===== config.mk =====
export PLATFORM = sky130hd
export DESIGN_NAME = aes_round_ctrl
export DESIGN_NICKNAME = d
export VERILOG_FILES = /design/src/rtl/aes_round_ctrl.sv
export SDC_FILE = /design/constraint.sdc
export NUM_CORES = 1
export LEC_CHECK = 0
export BUFFER_PORTS_ARGS = -buffer_cell sky130_fd_sc_hd__buf_2
export CAP_MARGIN = 20
export CORE_AREA = 2 2 204 206
export CTS_CLUSTER_DIAMETER = 120
export DETAILED_ROUTE_END_ITERATION = 10
export DIE_AREA = 0 0 206 208
export HOLD_SLACK_MARGIN = 0.03
export SLEW_MARGIN = 10
export SYNTH_ARGS = -nofsm -noshare
export SYNTH_HDL_FRONTEND = slang
export SYNTH_SLANG_ARGS = --single-unit

===== constraint.sdc =====
create_clock -name clk -period 1.6 [get_ports clk]
set_input_delay 0.32 -clock clk [delete_from_list [all_inputs] [get_ports clk]]
set_output_delay 0.32 -clock clk [all_outputs]
set_load 0.1 [all_outputs]

===== src/rtl/aes_round_ctrl.sv =====
// aes_round_ctrl: sequences an external AES round datapath through whitening and NUM_ROUNDS rounds
// for one 128-bit block, with key-schedule stalls and sticky protocol-error reporting.
module aes_round_ctrl #(
    parameter int NUM_ROUNDS = 10,
    parameter int IDX_W      = 4
) (
    input  logic             clk,
    input  logic             rst,
    input  logic [1:0]       aes_mode_i,
    input  logic             data_valid_i,
    input  logic [127:0]     aes_data_i,
    input  logic             key_ready_i,
    input  logic [127:0]     rnd_result_i,
    output logic             aes_busy_o,
    output logic [127:0]     rnd_state_o,
    output logic [IDX_W-1:0] rnd_idx_o,
    output logic             rnd_dec_o,
    output logic             rnd_init_o,
    output logic             rnd_final_o,
    output logic [127:0]     result_o,
    output logic             result_valid_o,
    output logic             error_o
);
    localparam logic [IDX_W-1:0] NR = IDX_W'(NUM_ROUNDS);

    typedef enum logic [1:0] {IDLE, RUN, DONE} state_t;

    state_t           state_q, state_d;
    logic [IDX_W-1:0] s_q, s_d;
    logic [127:0]     data_q, data_d, result_q, result_d;
    logic             dec_q, dec_d, err_q, err_d, busy_q, rv_q;
    logic             run, last, accept;

    always_comb begin
        run      = state_q == RUN;
        last     = s_q == NR;
        accept   = !run && data_valid_i && aes_mode_i[1];
        state_d  = state_q;
        s_d      = s_q;
        data_d   = data_q;
        result_d = result_q;
        dec_d    = dec_q;
        // a strobe while busy, or the reserved mode, is a protocol error
        err_d    = err_q | (data_valid_i && (run || aes_mode_i == 2'b01));
        if (run) begin
            if (key_ready_i) begin
                data_d = rnd_result_i;
                s_d    = s_q + 1'b1;
                if (last) begin
                    state_d  = DONE;
                    result_d = rnd_result_i;
                    s_d      = '0;
                end
            end
        end else begin
            state_d = accept ? RUN : IDLE;
            if (accept) begin
                data_d = aes_data_i;
                dec_d  = aes_mode_i[0];
                s_d    = '0;
            end
        end
    end

    always_ff @(posedge clk) begin
        if (rst) begin
            state_q  <= IDLE;
            s_q      <= '0;
            data_q   <= '0;
            result_q <= '0;
            dec_q    <= 1'b0;
            err_q    <= 1'b0;
            busy_q   <= 1'b0;
            rv_q     <= 1'b0;
        end else begin
            state_q  <= state_d;
            s_q      <= s_d;
            data_q   <= data_d;
            result_q <= result_d;
            dec_q    <= dec_d;
            err_q    <= err_d;
            busy_q   <= state_d == RUN;
            rv_q     <= state_d == DONE;
        end
    end

    assign aes_busy_o     = busy_q;
    assign rnd_state_o    = data_q;
    assign rnd_dec_o      = dec_q;
    assign result_o       = result_q;
    assign result_valid_o = rv_q;
    assign error_o        = err_q;
    assign rnd_idx_o      = run ? (dec_q ? NR - s_q : s_q) : '0;
    assign rnd_init_o     = run && s_q == '0;
    assign rnd_final_o    = run && last;
endmodule


# Yosys cells after proc, flatten, opt, wreduce, memory -nomap -nowiden
# Cells that the tools add are included.
[totals]
romBits = 0
output_inout_bits = 266
wordCells = 43
mem_count = 0
ramBits = 0
regBits = 266
inputBits = 262
latch_bits = 0
[classes]
mux = 13
bitwise = 2
n_mul = 0
n_reduce_logical = 12
order_cmp = 0
addsub = 2
eq_ne = 6
n_div = 0
shifts = 0
[ops]
columns = ["cell", "count"]
rows = [
  ["2-to-1 mux 128 bit", 3],
  ["2-to-1 mux 4 bit", 6],
  ["equality test 2 x 1 -> 1 bit, second input constant", 3],
  ["2-to-1 mux 2 bit", 3],
  ["logical AND 1 bit", 5],
  ["adder 4 x 1 -> 4 bit, second input constant", 1],
  ["equality test 4 bit, second input constant", 1],
  ["zero test 4 bit", 1],
  ["AND reduction 2 bit", 2],
  ["subtractor 4 bit, first input constant", 1],
  ["AND reduction 3 bit", 1],
  ["equality test 2 bit, second input constant", 1],
  ["!= test 2 bit, second input constant", 1],
  ["nonzero test 2 bit", 1],
  ["zero test 1 bit", 1],
  ["logical OR 1 bit", 1],
  ["2-to-1 mux 1 bit", 1],
  ["inverter 1 bit", 1],
  ["bitwise OR 1 bit", 1],
]

# Logic depth before layout (Yosys ltp)
# Gate-level depths: netlist of the first run.
[logic_depth]
ltp_word = 7
depth_mapped = 8
ltp_nobuf = 5

# Worst setup path after synthesis of the first run
# Ideal clock, no wire load.
[synth_path]
path_type = "register to output"
startpoint = "reg state_q[1]"
endpoint = "out rnd_init_o"
path_slack_ns = -2.740
t_arrival_ns = 4.020
n_path_buf = 3
t_required_ns = 1.280
path_stages_with_launch = 6
cell_sequence = "dfxtp_1 -> nand2b_1 -> buf_4 -> buf_2 -> buf_2 -> nor4b_1"
[synth_between]
elab_chain_cells = 2
[synth_rtl]
columns = ["item", "line_no", "text"]
rows = [
  ["start, declared", "28", "state_t state_q, state_d;"],
  ["start signal, assigned", "76", "state_q <= state_d;"],
  ["equality test 2 x 1 -> 1 bit", "35", "run = state_q == RUN;"],
  ["logical AND 1 bit", "94", "assign rnd_init_o = run && s_q == '0;"],
  ["end, declared", "18", "output logic rnd_init_o,"],
]
# Every way passes these cells.

# Worst setup path in the final report of the first run
[layout_path]
startpoint = "reg s_q[2]"
endpoint = "out rnd_idx_o[3]"
[layout_between]
elab_chain_cells = 3
[layout_rtl]
columns = ["item", "line_no", "text"]
rows = [
  ["start, declared", "29", "logic [IDX_W-1:0] s_q, s_d;"],
  ["start signal, assigned", "68", "s_q <= '0;"],
  ["start signal, assigned", "77", "s_q <= s_d;"],
  ["subtractor 4 bit", "93", "assign rnd_idx_o = run ? (dec_q ? NR - s_q : s_q) : '0;"],
  ["2-to-1 mux 4 bit (2 in series)", "93", ""],
  ["end, declared", "16", "output logic [IDX_W-1:0] rnd_idx_o,"],
]
# Every way passes these cells.

==> impl_metrics.tcl, run 1 <==
set metrics [dict create \
    global_router_s_overall_resource_usage 0.221 \
    critical_path.slowest_cell "sky130_fd_sc_hd__or3_4" \
    hold_path.class "input port to register" \
    power.switching_fraction 0.347 \
    antenna_violations_before_repair 4 \
    period_minus_slack_ns 2.10 \
    grt_setup_unrepaired "yes" \
    grt.overflow.total 0 \
    rows 74 \
    sequentialPowerShare 0.357 \
    die_w_um 206 \
    n_fill_cell 3523 \
    place_area_um2 15800 \
    part_of_the_yosys_area_used_for_sequential_elements 0.431 \
    largest_stage_delay_worst_path_ns 0.38 \
    final_layout_size_suffix_gt1_frac 0.361 \
    switching_component_of_the_power_mw 6.95 \
    setup.worst_path.class "register to primary output" \
    gr-usage-met2 0.384 \
    path_cells "nand2b_1 > or3_4 > a21oi_4 > buf_12" \
    area.growth.synth_to_final_pct 72.8 \
    worstSkewPairLatency_ns 0.57 \
    power.density_cell_area_nw_per_um2 939 \
    hpwlAfterDp_um 30700 \
    syn_area_per_cell_um2 9.07 \
    synth_top_cell_by_area "sky130_fd_sc_hd__dfxtp_1" \
    io_pins 528 \
    timing_worst_slew_pin_value_ns 0.503 \
    dominantRegCellSynth "sky130_fd_sc_hd__dfxtp_1" \
    grt_pass1_wl_um 75900 \
    final_number_of_hold_violating_endpoints 0 \
    report.power.total_mw 20.0 \
    drc 0 \
    cap_viol_max_count 0 \
    multi_input_gate_area_in_the_final_layout_um2 6670 \
    pwr-share-clk 0.359 \
    register_area_um2 5340 \
    antenna_violating_nets_post_route 0 \
    routed_via_density 5.19 \
    peakVddDrop_v 0.000761 \
    design.final.nets 2371 \
    logic_gate_share_of_total_power 0.284 \
    grtUsageMet1 0.258 \
    synthArstFlopShare 0 \
    grt_start_max_net_pins 88 \
    critical-path-top-delay-family "simple AND/OR/NAND/NOR gates" \
    finalSetupViolCount 145 \
    layout_worst_path_cycle_share 1.31 \
    setup_slack_ns -0.499 \
    failed_checks "negative setup slack" \
    r2r_setup_slack_ns -0.33 \
    slew_viol_final 0 \
    p_leak_nw 8.74 \
    die_area_um2 42800 \
    wirelength_um 55500 \
    clock-root-buffer "sky130_fd_sc_hd__clkbuf_16" \
    p_int_mw 13.1 \
    ctsHtreeMaxLevel 1 \
    die_y_um 208 \
    cp.required_ns 1.28 \
    initial_utilization 0.305 \
    cts.sink_count 266 \
    critical_path.n_buffers_inverters 1 \
    achievable-frequency_mhz 476 \
    yosys_warnings 0 \
    ctsLongestPathBuffers 3 \
    endpoint_kind "primary output" \
    edff_count_synth 0 \
    grt_pass1_vias 13700 \
    placement.io_buffers 527 \
    slew_headroom 0.665 \
    drtIter0Drc 1101 \
    globalRoute.busiestLayer "met2" \
    cts_tree "built" \
    mappedNetlistNets 1628 \
    cts_inserted_buffers 31 \
    hold-worst-slack_ns 0.0439 \
    synth_area_um2 12400 \
    drt-wirelength-per-cell_um 20.9 \
    start_kind "register" \
    layout.cell_area.non_filler_um2 21400 \
    number_of_vias_in_the_routed_layout 13800 \
    fp.coreArea_um2 40600 \
    post_synth_num_cell_types 34 \
    synth_cells 1363 \
    yosys_register_bits 266 \
    grt.met3_usage 0.0448 \
    first_pass_iters 5 \
    clkSlewWorstSetupHoldPaths_ns 0.07 \
    crit_arrival_ns 1.78 \
    critical_path_peak_fanout 2 \
    synth_top_area_frac 0.431 \
    run_status "finished, violations left" \
    gp_routability_congestion 0.869 \
    post_synth_main_area_contributors "sky130_fd_sc_hd__dfxtp_1 (43%), sky130_fd_sc_hd__nand2b_1 (13%), sky130_fd_sc_hd__mux2i_1 (10%)" \
    final.setup_skew_ns 0.0202 \
]
-- state kept, by name (all words and copies together), names as in the netlist --
signal          flops
aes_busy_o          1
rnd_state_o       128
state_q             2
s_q                 4
result_o          128
error_o             1
result_valid_o      1
rnd_dec_o           1
-- placed cells by master (no fill, tap or decap), types with 2 or more instances in the layout --
cell type	n
sky130_fd_sc_hd__buf_16	12
sky130_fd_sc_hd__diode_2	3
sky130_fd_sc_hd__buf_6	26
sky130_fd_sc_hd__clkinv_2	4
sky130_fd_sc_hd__o21ai_0	3
sky130_fd_sc_hd__dfxtp_2	5
sky130_fd_sc_hd__mux2i_1	127
sky130_fd_sc_hd__clkbuf_1	7
sky130_fd_sc_hd__dfxtp_4	2
sky130_fd_sc_hd__dlygate4sd3_1	216
sky130_fd_sc_hd__nand2_2	2
sky130_fd_sc_hd__inv_4	2
sky130_fd_sc_hd__buf_8	15
sky130_fd_sc_hd__nor2b_1	2
sky130_fd_sc_hd__dfxtp_1	259
sky130_fd_sc_hd__buf_12	43
sky130_fd_sc_hd__a21oi_2	2
sky130_fd_sc_hd__bufinv_16	2
sky130_fd_sc_hd__a311oi_1	126
sky130_fd_sc_hd__nand2b_1	257
sky130_fd_sc_hd__a211oi_1	89
sky130_fd_sc_hd__a311oi_2	3
sky130_fd_sc_hd__nand3_2	2
sky130_fd_sc_hd__buf_4	268
sky130_fd_sc_hd__a211oi_2	40
sky130_fd_sc_hd__inv_1	4
sky130_fd_sc_hd__a21oi_1	3
sky130_fd_sc_hd__clkbuf_16	49
sky130_fd_sc_hd__clkbuf_8	9
sky130_fd_sc_hd__a211oi_4	2
sky130_fd_sc_hd__ha_4	3
sky130_fd_sc_hd__nand3b_1	2
sky130_fd_sc_hd__nor2_4	2
sky130_fd_sc_hd__and2_4	2
sky130_fd_sc_hd__nand2_1	257
sky130_fd_sc_hd__nor2b_4	2
sky130_fd_sc_hd__buf_2	260
sky130_fd_sc_hd__o211ai_1	2
-- cell usage after synthesis (4+ instances only) --
cell type	number
sky130_fd_sc_hd__inv_1	5
sky130_fd_sc_hd__a21oi_1	6
sky130_fd_sc_hd__mux2i_1	128
sky130_fd_sc_hd__clkbuf_1	65
sky130_fd_sc_hd__dfxtp_1	266
sky130_fd_sc_hd__a311oi_1	129
sky130_fd_sc_hd__nand2_1	259
sky130_fd_sc_hd__nand2b_1	258
sky130_fd_sc_hd__nor2b_1	4
sky130_fd_sc_hd__buf_2	64
sky130_fd_sc_hd__buf_4	9
sky130_fd_sc_hd__a211oi_1	131
sky130_fd_sc_hd__buf_8	7
-- metrics by stage --
step                      cells  utilization  setup TNS (ns)  setup slack [ns]
after floorplan            1363            -           -1.88            -0.635
after global placement     2326        0.391           -1.17           -0.0417
after detailed placement   2326        0.391           -4.49           -0.0925
after CTS                  2631        0.506          -30.12            -0.538
after global routing       2663        0.527          -47.39            -0.570
final                      2663        0.527          -33.25            -0.499
-- worst register-to-register path, stage by stage, from the launching register on --
cell and delay, ns:
sky130_fd_sc_hd__dfxtp_2 0.32, sky130_fd_sc_hd__nand2b_4 0.18, sky130_fd_sc_hd__buf_6 0.13, sky130_fd_sc_hd__buf_6 0.10
sky130_fd_sc_hd__buf_6 0.10, sky130_fd_sc_hd__nor4_4 0.24, sky130_fd_sc_hd__buf_6 0.18, sky130_fd_sc_hd__buf_12 0.18
sky130_fd_sc_hd__buf_12 0.12, sky130_fd_sc_hd__clkbuf_16 0.14, sky130_fd_sc_hd__mux2i_1 0.17
-- path summary, 6_finish.rpt --
check,end,startpoint,depth (start not counted)
min reg2reg,error_o$_SDFF_PP0_,error_o$_SDFF_PP0_,2
min,result_o[116]$_SDFFE_PP0P_,rnd_result_i[116],3
max reg2reg,result_o[3]$_SDFFE_PP0P_,state_q[1]$_SDFF_PP0_,10
max,rnd_idx_o[3],s_q[2]$_SDFFE_PP0P_,4
-- power groups by stage --
stage / logic, mW / clock network (mW) / registers (mW)
2_1_floorplan: 1.26 / 0 / 9.42
3_3_place_gp: 4.57 / 0 / 7.23
3_5_place_dp: 4.61 / 0 / 7.24
4_1_cts: 5.28 / 7.32 / 7.12
5_1_grt: 5.92 / 7.57 / 7.17
6_report: 5.69 / 7.21 / 7.15
-- metal layers --
metal / routed length (um) / vias to the layer above
met3: 4090 / 169
li1: - / 6301
met5: 13 / -
met4: 2670 / 2
met1: 21800 / 6620
met2: 27000 / 741
-- logic make-up after synthesis --
kind of cell / count (synthesis) / share of synthesized area
simple gates: 537 / 0.219
buf+inv: 153 / 0.0640
compound gates: 275 / 0.178
mux: 128 / 0.104
xor+xnor: 1 / 0.000709
flops: 266 / 0.431
fa+ha+maj: 3 / 0.00304
-- area by class of cell --
| type | instances | area share |
|---|---|---|
| sequential | 266 | 0.250 |
| multi-input combinational | 944 | 0.312 |
| clock buffer | 47 | 0.0434 |
| tap | 532 | 0.0312 |
| antenna | 3 | 0.000352 |
| clock inverter | 8 | 0.00445 |
| timing repair buffer | 858 | 0.357 |
| inverter | 5 | 0.000996 |
-- repair_timing --
item,in CTS,in global routing
endpoints found under the hold margin,214,0
hold buffers,216,0
cloned,16,22
resized for setup,314,100
buffers inserted,18,25
pin swaps,12,123
endpoints found under the setup margin,400,272
Note: power is estimated with default switching activity, not from simulation.
==> run 2, diff against run 1 <==
==> constraint.sdc (replaced) <==
create_clock -name clk -period 1.6 [get_ports clk]
set_input_delay 0.16 -clock clk [delete_from_list [all_inputs] [get_ports clk]]
set_output_delay 0.16 -clock clk [all_outputs]
set_load 0.1 [all_outputs]
==> impl_metrics.tcl, run 2 (synthesis gave the netlist of run 1 again) <==
set metrics [dict create \
    global_router_s_overall_resource_usage 0.226 \
    final_number_of_hold_violating_endpoints 0 \
    cts_tree "built" \
    fp.coreArea_um2 40600 \
    register_area_um2 5340 \
    final.setup_skew_ns 0.00695 \
    failed_checks "negative setup slack" \
    dp_cells 2331 \
    drtIter0Drc 1051 \
    multi_input_gate_area_in_the_final_layout_um2 6920 \
    crit_arrival_ns 1.84 \
    finalSetupViolCount 219 \
    worstSkewPairLatency_ns 0.57 \
    slew_headroom 0.635 \
    dp_slack_ns -0.0817 \
    clock-root-buffer "sky130_fd_sc_hd__clkbuf_16" \
    grt_pass1_vias 13800 \
    final.setup.tns_ns -16.41 \
    die_w_um 206 \
    timing_worst_slew_pin_value_ns 0.547 \
    achievable-frequency_mhz 499 \
    finalNonFillerCells 2721 \
    run_status "finished, violations left" \
    placement.io_buffers 527 \
    initial_utilization 0.305 \
    setup_slack_ns -0.404 \
    die_y_um 208 \
    antenna_violations_before_repair 3 \
    first_pass_iters 5 \
    cp.required_ns 1.44 \
    worst_hold_startpoint "aes_mode_i[1]" \
    die_area_um2 42800 \
    routed_via_density 5.16 \
    final_layout_size_suffix_gt1_frac 0.377 \
    rr_endpoint "result_o[123]$_SDFFE_PP0P_" \
    drt-wirelength-per-cell_um 20.6 \
    worst_hold_path.num_cells 4 \
    r2r_setup_slack_ns -0.19 \
    grt_start_max_net_pins 78 \
    gp_routability_congestion 0.867 \
    place_area_um2 15800 \
    clkSlewWorstSetupHoldPaths_ns 0.06 \
    drc 0 \
    endpoint_kind "primary output" \
    n_fill_cell 3467 \
    worst_r2r_startpoint "state_q[1]$_SDFF_PP0_" \
    area.growth.synth_to_final_pct 74.7 \
    p_leak_nw 9.10 \
    ctsLongestPathBuffers 3 \
    grt_pass1_wl_um 77300 \
    critical_path_peak_fanout 3 \
    reg2regPathDepth 8 \
    hold_end "error_o$_SDFF_PP0_" \
    antenna_violating_nets_post_route 0 \
    grt.overflow.total 0 \
    setup.worst_path.class "register to primary output" \
    cts_inserted_buffers 30 \
    cap_viol_max_count 0 \
    cts.sink_count 266 \
    peakVddDrop_v 0.000712 \
    final_core_util 0.532 \
    wirelength_um 56000 \
    layout_worst_path_cycle_share 1.25 \
    number_of_vias_in_the_routed_layout 14000 \
    io_pins 528 \
    rows 74 \
    mostFrequentLayoutCell "sky130_fd_sc_hd__buf_2" \
    period_minus_slack_ns 2.00 \
    hpwlAfterDp_um 31000 \
    slew_viol_final 0 \
    hold_path.class "input port to register" \
    layout.cell_area.non_filler_um2 21600 \
    power.density_cell_area_nw_per_um2 918 \
    most-common-layout-cells "sky130_fd_sc_hd__buf_2 (511), sky130_fd_sc_hd__dfxtp_1 (260), sky130_fd_sc_hd__dlygate4sd3_1 (259)" \
    start_kind "register" \
    design.final.nets 2433 \
    ctsHtreeMaxLevel 1 \
    grt_setup_unrepaired "yes" \
]
## run 2: cell count changes in the layout (fill, tap and decap cells not counted), sizes merged
cell	previous run	this run
buf	624	630
bufbuf	0	5
clkbuf	65	71
clkinv	5	3
dlygate4sd3	216	259
## run 2: power breakdown
group	leakage (nW)	internal [mW]	total, mW	switching [mW]
Combinational	6.46	1.89	5.75	3.86
Sequential	2.17	6.94	7.15	0.215
Clock	0.466	4.02	6.90	2.88
Total	9.10	12.9	19.8	6.96
## run 2: how the worst max path moves through the flow
stage | startpoint | endpoint | slack (ns)
2_1_floorplan | state_q[1]$_SDFF_PP0_ | rnd_init_o | -0.48
3_3_place_gp | s_q[0]$_SDFFE_PP0P_ | result_o[48]$_SDFFE_PP0P_ | -0.02
3_5_place_dp | s_q[0]$_SDFFE_PP0P_ | result_o[70]$_SDFFE_PP0P_ | -0.08
4_1_cts | s_q[0]$_SDFFE_PP0P_ | rnd_idx_o[3] | -0.46
5_1_grt | s_q[0]$_SDFFE_PP0P_ | rnd_final_o | -0.48
6_report | s_q[0]$_SDFFE_PP0P_ | rnd_idx_o[3] | -0.40
## run 2: metal layers
metal  global-route usage  part of all wire  wire [um]
met5                    0                 0          0
met3               0.0428             0.065       3630
met4                0.109             0.044       2480
met1                0.266              0.40      22100
met2                0.390              0.50      27700
## run 2: per-stage QoR
| step | hold WS [ns] | power, mW |
|---|---|---|
| 2_1_floorplan | 0.297 | 10.7 |
| 3_3_place_gp | 0.417 | 11.8 |
| 3_5_place_dp | 0.422 | 11.9 |
| 4_1_cts | 0.0305 | 19.4 |
| 5_1_grt | 0.0438 | 20.4 |
| 6_report | 0.0382 | 19.8 |
## run 2: worst max-delay path: stages (launching register included)
cell	delay (ns)
sky130_fd_sc_hd__dfxtp_2	0.33
sky130_fd_sc_hd__buf_6	0.11
sky130_fd_sc_hd__and2_4	0.15
sky130_fd_sc_hd__or3_4	0.33
sky130_fd_sc_hd__a21oi_4	0.15
sky130_fd_sc_hd__buf_12	0.19
## run 2: cell type report
class	count	area share
antenna	3	0.000348
inverter	5	0.000985
clock buffer	44	0.0401
tap	532	0.0308
multi-input combinational	944	0.320
timing repair buffer	921	0.356
sequential	266	0.247
clock inverter	6	0.00406
## run 2: timing repair
item                                    in CTS  in global routing
hold buffers                               259                  0
gates resized for setup                     54                143
pin swaps                                   11                213
gates cloned                                18                 23
endpoints found under the setup margin      84                218
endpoints found under the hold margin      258                  0
setup buffers                               22                 18
